--- config.mk ---
export PLATFORM = sky130hd
export DESIGN_NAME = branch_resolver_flat
export DESIGN_NICKNAME = d
export VERILOG_FILES = /design/src/rtl/branch_resolver_pkg.sv /design/src/rtl/branch_resolver_if.sv /design/src/rtl/branch_resolver_sat_counter.sv /design/src/rtl/branch_resolver.sv /design/src/flat_wrapper.sv
export SDC_FILE = /design/constraint.sdc
export NUM_CORES = 1
export LEC_CHECK = 0
export ABC_AREA = 1
export CORE_ASPECT_RATIO = 1.4
export CORE_MARGIN = 2
export CORE_UTILIZATION = 28
export CTS_CLUSTER_SIZE = 10
export DETAILED_ROUTE_END_ITERATION = 7
export GPL_TIMING_DRIVEN = 1
export HOLD_SLACK_MARGIN = 0.02
export MAX_ROUTING_LAYER = met4
export PLACE_DENSITY = 0.62
export SLEW_MARGIN = 30
export SYNTH_ARGS = -nofsm -noshare
export SYNTH_HDL_FRONTEND = slang
export SYNTH_HIERARCHICAL = 1
export SYNTH_SLANG_ARGS = --single-unit
--- constraint.sdc ---
create_clock -name clk -period 5.6 [get_ports clk]
set_clock_uncertainty 0.2 [all_clocks]
set_input_delay 0.84 -clock clk [delete_from_list [all_inputs] [get_ports clk]]
set_output_delay 0.84 -clock clk [all_outputs]
set_load 0.005 [all_outputs]
--- src/rtl/branch_resolver_pkg.sv ---
// Shared definitions for the EX-stage branch resolver: FSM states and
// the bit positions of the one-hot branch opcode.
package branch_resolver_pkg;

   localparam int OP_WIDTH = 6;

   // One-hot br_op bit positions: {bgeu,bltu,bge,blt,bne,beq}
   localparam int OP_BEQ  = 0;
   localparam int OP_BNE  = 1;
   localparam int OP_BLT  = 2;
   localparam int OP_BGE  = 3;
   localparam int OP_BLTU = 4;
   localparam int OP_BGEU = 5;

   typedef enum logic [1:0] {
      ST_IDLE   = 2'd0,
      ST_FLUSH  = 2'd1,
      ST_SHADOW = 2'd2
   } br_state_e;

endpackage

--- src/rtl/branch_resolver_if.sv ---
// EX-stage operands in, flush/redirect and rollback bundle out.
// master = pipeline side, slave = resolver.
interface branch_resolver_if
   import branch_resolver_pkg::*;
#(
   parameter int CNT_WIDTH = 32
);
   logic                 PL_stall;
   logic                 B_type_ex;
   logic [OP_WIDTH-1:0]  br_op_ex;
   logic [31:0]          rs1_data;
   logic [31:0]          rs2_data;
   logic [31:0]          pc_ex;
   logic [31:0]          imme_ex;
   logic                 prediction_ex;
   logic                 jalr_ex;
   logic [31:0]          jalr_target;
   logic [31:0]          jalr_pc_prediction_ex;

   logic                 corrected_result;
   logic                 PL_flush;
   logic [31:0]          redirect_pc;
   logic                 B_type_branch_failed;
   logic [OP_WIDTH-1:0]  br_op_branch_failed;
   logic [31:0]          pc_branch_failed;
   logic                 B_type_result_branch_failed;
   logic                 ras_rollback_pop;
   logic [CNT_WIDTH-1:0] branch_count;
   logic [CNT_WIDTH-1:0] mispredict_count;

   modport master (
      output PL_stall, B_type_ex, br_op_ex, rs1_data, rs2_data, pc_ex, imme_ex,
             prediction_ex, jalr_ex, jalr_target, jalr_pc_prediction_ex,
      input  corrected_result, PL_flush, redirect_pc, B_type_branch_failed,
             br_op_branch_failed, pc_branch_failed, B_type_result_branch_failed,
             ras_rollback_pop, branch_count, mispredict_count
   );

   modport slave (
      input  PL_stall, B_type_ex, br_op_ex, rs1_data, rs2_data, pc_ex, imme_ex,
             prediction_ex, jalr_ex, jalr_target, jalr_pc_prediction_ex,
      output corrected_result, PL_flush, redirect_pc, B_type_branch_failed,
             br_op_branch_failed, pc_branch_failed, B_type_result_branch_failed,
             ras_rollback_pop, branch_count, mispredict_count
   );

endinterface

--- src/rtl/branch_resolver_sat_counter.sv ---
// Saturating up-counter: sticks at all-ones instead of wrapping.
module sat_counter #(
   parameter int WIDTH = 32
) (
   input  logic             clk,
   input  logic             rst,
   input  logic             inc_i,
   input  logic             clr_i,
   output logic [WIDTH-1:0] count_o
);

   logic [WIDTH-1:0] count_q;

   // Count up on inc_i, clear on clr_i, hold once all-ones is reached
   always_ff @(posedge clk or posedge rst) begin
      if (rst) begin
         count_q <= '0;
      end else if (clr_i) begin
         count_q <= '0;
      end else if (inc_i && (count_q != '1)) begin
         count_q <= count_q + 1'b1;
      end
   end

   assign count_o = count_q;

endmodule

--- src/rtl/branch_resolver.sv ---
// EX-stage branch resolver: evaluates B-type outcomes and jalr targets,
// raises a one-cycle registered flush/redirect plus the rollback bundle
// on a mispredict, then ignores wrong-path EX contents for a shadow window.
module branch_resolver
   import branch_resolver_pkg::*;
#(
   parameter int CNT_WIDTH     = 32,
   parameter int SHADOW_CYCLES = 2
) (
   input logic               clk,
   input logic               rst,
   branch_resolver_if.slave  br
);

   localparam int SH_W = (SHADOW_CYCLES > 2) ? $clog2(SHADOW_CYCLES) : 1;
   localparam logic [SH_W-1:0] SH_INIT = SH_W'((SHADOW_CYCLES > 1) ? SHADOW_CYCLES - 1 : 0);

   br_state_e           state_q, state_d;
   logic [SH_W-1:0]     shadow_q, shadow_d;
   logic                flush_q, flush_d;
   logic [31:0]         redirect_q, redirect_d;
   logic                btype_fail_q, btype_fail_d;
   logic [OP_WIDTH-1:0] op_fail_q, op_fail_d;
   logic [31:0]         pc_fail_q, pc_fail_d;
   logic                res_fail_q, res_fail_d;
   logic                ras_pop_q, ras_pop_d;

   logic                eq, lt_s, lt_u;
   logic [OP_WIDTH-1:0] outcome_vec;
   logic                result;
   logic                acc, mp_b, mp_j;

   assign eq   = (br.rs1_data == br.rs2_data);
   assign lt_s = ($signed(br.rs1_data) < $signed(br.rs2_data));
   assign lt_u = (br.rs1_data < br.rs2_data);

   // Per-opcode outcome, selected by the one-hot opcode (zero opcode -> not taken)
   always_comb begin
      outcome_vec          = '0;
      outcome_vec[OP_BEQ]  = eq;
      outcome_vec[OP_BNE]  = !eq;
      outcome_vec[OP_BLT]  = lt_s;
      outcome_vec[OP_BGE]  = !lt_s;
      outcome_vec[OP_BLTU] = lt_u;
      outcome_vec[OP_BGEU] = !lt_u;
      result = br.B_type_ex && (|(outcome_vec & br.br_op_ex));
   end

   assign acc  = !br.PL_stall && (state_q == ST_IDLE);
   assign mp_b = acc && br.B_type_ex && (result != br.prediction_ex);
   assign mp_j = acc && br.jalr_ex && !br.B_type_ex &&
                 (br.jalr_target != br.jalr_pc_prediction_ex);

   // Next state and rollback bundle; the bundle defaults to zero so it lives one cycle
   always_comb begin
      state_d      = state_q;
      shadow_d     = shadow_q;
      flush_d      = 1'b0;
      redirect_d   = redirect_q;
      btype_fail_d = 1'b0;
      op_fail_d    = '0;
      pc_fail_d    = '0;
      res_fail_d   = 1'b0;
      ras_pop_d    = 1'b0;
      case (state_q)
         ST_IDLE: begin
            if (mp_b || mp_j) begin
               state_d      = ST_FLUSH;
               flush_d      = 1'b1;
               if (mp_b) begin
                  redirect_d = result ? (br.pc_ex + br.imme_ex) : (br.pc_ex + 32'd4);
               end else begin
                  redirect_d = br.jalr_target;
               end
               btype_fail_d = mp_b;
               op_fail_d    = mp_b ? br.br_op_ex : '0;
               pc_fail_d    = br.pc_ex;
               res_fail_d   = result;
               ras_pop_d    = mp_j;
            end
         end
         ST_FLUSH: begin
            if (SHADOW_CYCLES <= 1) begin
               state_d = ST_IDLE;
            end else begin
               state_d  = ST_SHADOW;
               shadow_d = SH_INIT;
            end
         end
         ST_SHADOW: begin
            if (shadow_q == '0) begin
               state_d = ST_IDLE;
            end else if (!br.PL_stall) begin
               shadow_d = shadow_q - SH_W'(1);
            end
         end
         default: state_d = ST_IDLE;
      endcase
   end

   // State, shadow counter and registered outputs
   always_ff @(posedge clk or posedge rst) begin
      if (rst) begin
         state_q      <= ST_IDLE;
         shadow_q     <= '0;
         flush_q      <= 1'b0;
         redirect_q   <= '0;
         btype_fail_q <= 1'b0;
         op_fail_q    <= '0;
         pc_fail_q    <= '0;
         res_fail_q   <= 1'b0;
         ras_pop_q    <= 1'b0;
      end else begin
         state_q      <= state_d;
         shadow_q     <= shadow_d;
         flush_q      <= flush_d;
         redirect_q   <= redirect_d;
         btype_fail_q <= btype_fail_d;
         op_fail_q    <= op_fail_d;
         pc_fail_q    <= pc_fail_d;
         res_fail_q   <= res_fail_d;
         ras_pop_q    <= ras_pop_d;
      end
   end

   sat_counter #(.WIDTH(CNT_WIDTH)) u_branch_cnt (
      .clk     (clk),
      .rst     (rst),
      .inc_i   (acc && (br.B_type_ex || br.jalr_ex)),
      .clr_i   (1'b0),
      .count_o (br.branch_count)
   );

   sat_counter #(.WIDTH(CNT_WIDTH)) u_mispredict_cnt (
      .clk     (clk),
      .rst     (rst),
      .inc_i   (mp_b || mp_j),
      .clr_i   (1'b0),
      .count_o (br.mispredict_count)
   );

   assign br.corrected_result            = result;
   assign br.PL_flush                    = flush_q;
   assign br.redirect_pc                 = redirect_q;
   assign br.B_type_branch_failed        = btype_fail_q;
   assign br.br_op_branch_failed         = op_fail_q;
   assign br.pc_branch_failed            = pc_fail_q;
   assign br.B_type_result_branch_failed = res_fail_q;
   assign br.ras_rollback_pop            = ras_pop_q;

endmodule
--- src/flat_wrapper.sv ---
// flat-port wrapper written by rule: the top's interface ports become plain ports
module branch_resolver_flat import branch_resolver_pkg::*;
#(
   parameter int CNT_WIDTH     = 32,
   parameter int SHADOW_CYCLES = 2
)
  (clk, rst, br_PL_stall, br_B_type_ex, br_br_op_ex, br_rs1_data, br_rs2_data, br_pc_ex, br_imme_ex, br_prediction_ex, br_jalr_ex, br_jalr_target, br_jalr_pc_prediction_ex, br_corrected_result, br_PL_flush, br_redirect_pc, br_B_type_branch_failed, br_br_op_branch_failed, br_pc_branch_failed, br_B_type_result_branch_failed, br_ras_rollback_pop, br_branch_count, br_mispredict_count);
  branch_resolver_if #(.CNT_WIDTH(CNT_WIDTH)) br_i ();
  input logic clk;
  input logic rst;
  input wire logic [$bits(br_i.PL_stall)-1:0] br_PL_stall;
  input wire logic [$bits(br_i.B_type_ex)-1:0] br_B_type_ex;
  input wire logic [$bits(br_i.br_op_ex)-1:0] br_br_op_ex;
  input wire logic [$bits(br_i.rs1_data)-1:0] br_rs1_data;
  input wire logic [$bits(br_i.rs2_data)-1:0] br_rs2_data;
  input wire logic [$bits(br_i.pc_ex)-1:0] br_pc_ex;
  input wire logic [$bits(br_i.imme_ex)-1:0] br_imme_ex;
  input wire logic [$bits(br_i.prediction_ex)-1:0] br_prediction_ex;
  input wire logic [$bits(br_i.jalr_ex)-1:0] br_jalr_ex;
  input wire logic [$bits(br_i.jalr_target)-1:0] br_jalr_target;
  input wire logic [$bits(br_i.jalr_pc_prediction_ex)-1:0] br_jalr_pc_prediction_ex;
  output wire logic [$bits(br_i.corrected_result)-1:0] br_corrected_result;
  output wire logic [$bits(br_i.PL_flush)-1:0] br_PL_flush;
  output wire logic [$bits(br_i.redirect_pc)-1:0] br_redirect_pc;
  output wire logic [$bits(br_i.B_type_branch_failed)-1:0] br_B_type_branch_failed;
  output wire logic [$bits(br_i.br_op_branch_failed)-1:0] br_br_op_branch_failed;
  output wire logic [$bits(br_i.pc_branch_failed)-1:0] br_pc_branch_failed;
  output wire logic [$bits(br_i.B_type_result_branch_failed)-1:0] br_B_type_result_branch_failed;
  output wire logic [$bits(br_i.ras_rollback_pop)-1:0] br_ras_rollback_pop;
  output wire logic [$bits(br_i.branch_count)-1:0] br_branch_count;
  output wire logic [$bits(br_i.mispredict_count)-1:0] br_mispredict_count;
  assign br_i.PL_stall = br_PL_stall;
  assign br_i.B_type_ex = br_B_type_ex;
  assign br_i.br_op_ex = br_br_op_ex;
  assign br_i.rs1_data = br_rs1_data;
  assign br_i.rs2_data = br_rs2_data;
  assign br_i.pc_ex = br_pc_ex;
  assign br_i.imme_ex = br_imme_ex;
  assign br_i.prediction_ex = br_prediction_ex;
  assign br_i.jalr_ex = br_jalr_ex;
  assign br_i.jalr_target = br_jalr_target;
  assign br_i.jalr_pc_prediction_ex = br_jalr_pc_prediction_ex;
  assign br_corrected_result = br_i.corrected_result;
  assign br_PL_flush = br_i.PL_flush;
  assign br_redirect_pc = br_i.redirect_pc;
  assign br_B_type_branch_failed = br_i.B_type_branch_failed;
  assign br_br_op_branch_failed = br_i.br_op_branch_failed;
  assign br_pc_branch_failed = br_i.pc_branch_failed;
  assign br_B_type_result_branch_failed = br_i.B_type_result_branch_failed;
  assign br_ras_rollback_pop = br_i.ras_rollback_pop;
  assign br_branch_count = br_i.branch_count;
  assign br_mispredict_count = br_i.mispredict_count;
  branch_resolver #(.CNT_WIDTH(CNT_WIDTH), .SHADOW_CYCLES(SHADOW_CYCLES)) u_core (.clk(clk), .rst(rst), .br(br_i));
endmodule
==> metrics list <==
* Hold depth: 2
- Main flop type after synthesis: sky130_fd_sc_hd__dfrtp_1
* Cts repair resizes: 0
- Cells after Synth: 1796
- Final WS setup: 0.788 ns
- For this design, the slowest cell found on the critical path is sky130_fd_sc_hd__clkdlybuf4s50_1.
- Sw Share: 35.5%
- The finished layout holds 2688 standard cells, fillers aside.
- For the worst setup path, the data arrival time is 3.77 ns.
- Worst skew pair latency: 0.44 ns
* Die boundary height: 247 um
- Area inside the core boundary: 0.0413 mm^2
* PD cells: 233 mW/mm^2
* GR Util All Layers: 21.4%
- CTS Buf Count: 17
* Pin slew with the least headroom to its limit: 0.729 ns
* Initial Util: 28.5%
- EDFF count, synth: 0
* Via density: 4.74
- The Yosys step of the flow raised 6 warnings.
* First-pass GRT wire length: 69600 um
- The tool flagged a number of max-cap violations equal to 0.
- Post-route DRC: 0
- Setup violations remaining at the end of the flow were counted as 0.
* Summed negative setup slack over all endpoints: 0 ns
* CP endpoint kind: output pin
* Total setup buffers inserted after CTS: 0
- The HPWL after detailed placement is 37500 um.
- Synthesis inferred 141 register bits.
- Synth-to-Final Area Change: 38.5%
* Die width: 177 um
- Counting flops with an async set or reset pin after synthesis yields a share of 100%.
* Setup repair after global routing missed its margin: false
* Final core area utilization: 39.5%
- Drt first-iter violations: 736
* Class of the tightest hold or removal check: reg2reg
- Max-slew headroom at the worst pin: 51.4%
* Die area: 0.0437 mm^2
* Clk network pwr share: 30.1%
- The critical path is of the in2out type.
* Routed wirelength normalized by instance count: 17.1 um
- Hold repair after CTS inserted 0 buffers.
- Along the worst path, the maximum fanout reaches 19.
* Antenna violations before repair: 3
- Global routing finished with a remaining overflow of 0.
- No sink is reached through more buffers than the 2 on the longest clock path.
- Subtracting the final worst setup slack from the clock period gives 4.81 ns.
- In the finished design, the share of the clock period the worst path needs comes to 85.9%.
* H-tree depth: 4
* Number of cell rows: 88
- The number of cells on the worst reg-to-reg path is 11.
* Area of the mapped netlist: 0.0118 mm^2
- Critical path required time: 4.56 ns
- First-pass iteration count of the detailed router: 5
- The via count of the first global-routing pass is 12349.
- Port buffering added 342 buffers.
* CP max stage delay: 0.59 ns
- Static timing analysis puts the maximum clock frequency at 208 MHz.
- Internal Dissipation: 2450 uW
- After clock tree synthesis, the clock-pin slew on the worst setup and hold paths is 0.06 ns.
- Clk sinks: 141
- Part of the Yosys area used for sequential elements: 30.0%
- Entering global routing, the biggest net connects 65 pins.
- Yosys mapped the design onto 45 distinct sky130hd cell types.
- Leak Pwr: 0.00770 uW
- Average cell area after synthesis: 6.55 um^2
- Net count reported at finish: 2406
* Placed Instances: 2653
- Maximum VDD drop: 0.203 mV
- Net switching component of the power: 1350 uW
- Ordered list of cells on the worst path: clkdlybuf4s50_1, inv_1, ha_1, nand2_1, a21oi_1, nor3_2, nand2_1, a21oi_1, nand2_1, nand2_1, nand3_1, nand3_2, nand2_2, inv_2, clkdlybuf4s50_1
* Final wirelength: 46000 um
- Result of the run: completed
- The tree is rooted in a sky130_fd_sc_hd__clkbuf_16.
- Final antenna-violating net count: 0
* Worst setup slack after placement: 0.827 ns
- Cells with a size suffix above 1 make up 4.90% of the layout.
- Dominant cell type by count on the critical path: sky130_fd_sc_hd__nand2_1
- The congestion estimate from routability-driven global placement came to 0.963.
- During I/O placement, the number of pins put on the boundary was 343.
- Total power for the finished layout comes to 3800 uW.
* Relative contribution of sequential cells to total power: 33.2%
* Pins over their slew limit: 0
- The final hold violation count was 0.
* Count of vias placed by the detailed router: 12732
- Clock tree from TritonCTS: done
- Of the total power, combinational logic draws 36.7%.
* Critical Path Start Type: input pin
==> through the flow <==
stage	hold WS, ns	instance area (um^2)
final	0.281	16300
after global routing	0.308	16300
after CTS	0.286	16300
after floorplan	0.267	11800
after global placement	0.263	15700
after detailed placement	0.269	15700
==> path summary, 6_finish.rpt <==
path	start	end	slack [ns]
worst max-delay path	br_rs2_data[31]	br_corrected_result	0.79
worst min-delay path	u_core/br.redirect_pc[12]	u_core/br.redirect_pc[12]	0.28
worst max register to register	u_core/state_q[1]	u_core/u_mispredict_cnt/count_o[25]	2.64
worst min register to register	u_core/br.redirect_pc[12]	u_core/br.redirect_pc[12]	0.28
max in group asynchronous	rst	u_core/br.redirect_pc[7]	3.46
min in group asynchronous	rst	u_core/br.B_type_result_branch_failed	0.66
==> registers in the layout, summed over array words and instances (netlist names) <==
| name | count |
|---|---|
| u_core/br.pc_branch_failed | 32 |
| u_core/br.redirect_pc | 32 |
| u_core/u_branch_cnt/count_o | 32 |
| u_core/u_mispredict_cnt/count_o | 32 |
| u_core/br.br_op_branch_failed | 6 |
| u_core/state_q | 2 |
| u_core/br.B_type_branch_failed | 1 |
| u_core/br.B_type_result_branch_failed | 1 |
| u_core/br.PL_flush | 1 |
| u_core/br.ras_rollback_pop | 1 |
| u_core/shadow_q | 1 |
==> worst max-delay path: cells and delay by family <==
kind	cells	cell delay, ns
AOI/OAI and AO/OA	2	0.32
buffers and inverters	4	1.40
and+or+nand+nor	8	0.87
adders and majority gates	1	0.34
==> cell usage in the layout, fill, tap and decap left out, types with 7 or more instances in the layout <==
master                            count
sky130_fd_sc_hd__nand2_1            601
sky130_fd_sc_hd__clkdlybuf4s50_1    342
sky130_fd_sc_hd__inv_1              225
sky130_fd_sc_hd__nor2_1             203
sky130_fd_sc_hd__dfrtp_1            141
sky130_fd_sc_hd__nand3_1            115
sky130_fd_sc_hd__o21ai_0             88
sky130_fd_sc_hd__ha_1                69
sky130_fd_sc_hd__a21oi_1             68
sky130_fd_sc_hd__xor2_1              46
sky130_fd_sc_hd__nand4_1             42
sky130_fd_sc_hd__xnor2_1             36
sky130_fd_sc_hd__clkbuf_16           17
sky130_fd_sc_hd__nor3_1              15
sky130_fd_sc_hd__nand2_4             11
sky130_fd_sc_hd__nor2_2              10
sky130_fd_sc_hd__nand2_2             10
sky130_fd_sc_hd__or2_2                9
sky130_fd_sc_hd__nor4_1               8
sky130_fd_sc_hd__buf_4                7
==> layout make-up <==
type	count	area, um^2
Multi-Input combinational cell	1390	7150
Inverter	233	878
Clock buffer	19	453
Fill cell	4390	25000
Clock inverter	13	128
Sequential cell	141	3530
Timing Repair Buffer	349	3480
Antenna cell	3	7.51
Tap cell	540	676
==> metal layers <==
layer | vias up | global-route usage, % | routed length (um)
met1 | 5876 | 23.9 | 18300
met4 | 0 | 7.57 | 1400
met5 | - | - | 0
li1 | 6377 | - | -
met3 | 73 | 2.38 | 1900
met2 | 406 | 39.2 | 24400
==> power groups by stage <==
stage	logic, uW	registers (uW)	clock network (uW)
4_1_cts	1410	1260	1180
3_5_place_dp	1400	1280	0
2_1_floorplan	646	1290	0
6_report	1400	1260	1140
5_1_grt	1540	1280	1230
3_3_place_gp	1390	1280	0
==> cell families (layout without fill, tap and decap cells) <==
kind of cell / Yosys count / in the layout / share of synthesized area (%)
fa+ha+maj: 70 / 70 / 7.51
buf+inv: 270 / 614 / 9.42
simple gates: 1045 / 1045 / 38.3
compound gates: 187 / 187 / 8.66
other cells: 1 / 9 / 0.0319
xor+xnor: 82 / 82 / 6.10
flops: 141 / 141 / 30.0
==> synth_stat cells (4+ instances only) <==
library cell | n | area share (%)
sky130_fd_sc_hd__xor2_1 | 46 | 3.4
sky130_fd_sc_hd__nor3_2 | 5 | 0.43
sky130_fd_sc_hd__xnor2_1 | 36 | 2.7
sky130_fd_sc_hd__inv_1 | 226 | 7.2
sky130_fd_sc_hd__nand2_1 | 601 | 19
sky130_fd_sc_hd__clkbuf_1 | 8 | 0.26
sky130_fd_sc_hd__nand2_2 | 10 | 0.53
sky130_fd_sc_hd__and2_1 | 4 | 0.21
sky130_fd_sc_hd__nor2_4 | 4 | 0.38
sky130_fd_sc_hd__or2_2 | 9 | 0.48
sky130_fd_sc_hd__dfrtp_1 | 141 | 30
sky130_fd_sc_hd__nand3_1 | 115 | 4.9
sky130_fd_sc_hd__a21oi_1 | 68 | 2.9
sky130_fd_sc_hd__nand2_4 | 11 | 1.1
sky130_fd_sc_hd__o21ai_2 | 6 | 0.45
sky130_fd_sc_hd__nor2_1 | 203 | 6.5
sky130_fd_sc_hd__o21bai_1 | 5 | 0.32
sky130_fd_sc_hd__buf_2 | 20 | 0.85
sky130_fd_sc_hd__buf_6 | 5 | 0.48
sky130_fd_sc_hd__nor3_1 | 15 | 0.64
sky130_fd_sc_hd__inv_2 | 4 | 0.13
sky130_fd_sc_hd__ha_1 | 69 | 7.3
sky130_fd_sc_hd__nor2_2 | 10 | 0.53
sky130_fd_sc_hd__nor4_1 | 8 | 0.43
sky130_fd_sc_hd__o21ai_0 | 88 | 3.7
sky130_fd_sc_hd__nand4_1 | 42 | 2.2
sky130_fd_sc_hd__o2111ai_1 | 4 | 0.30
(Power assumes the default switching activity.)
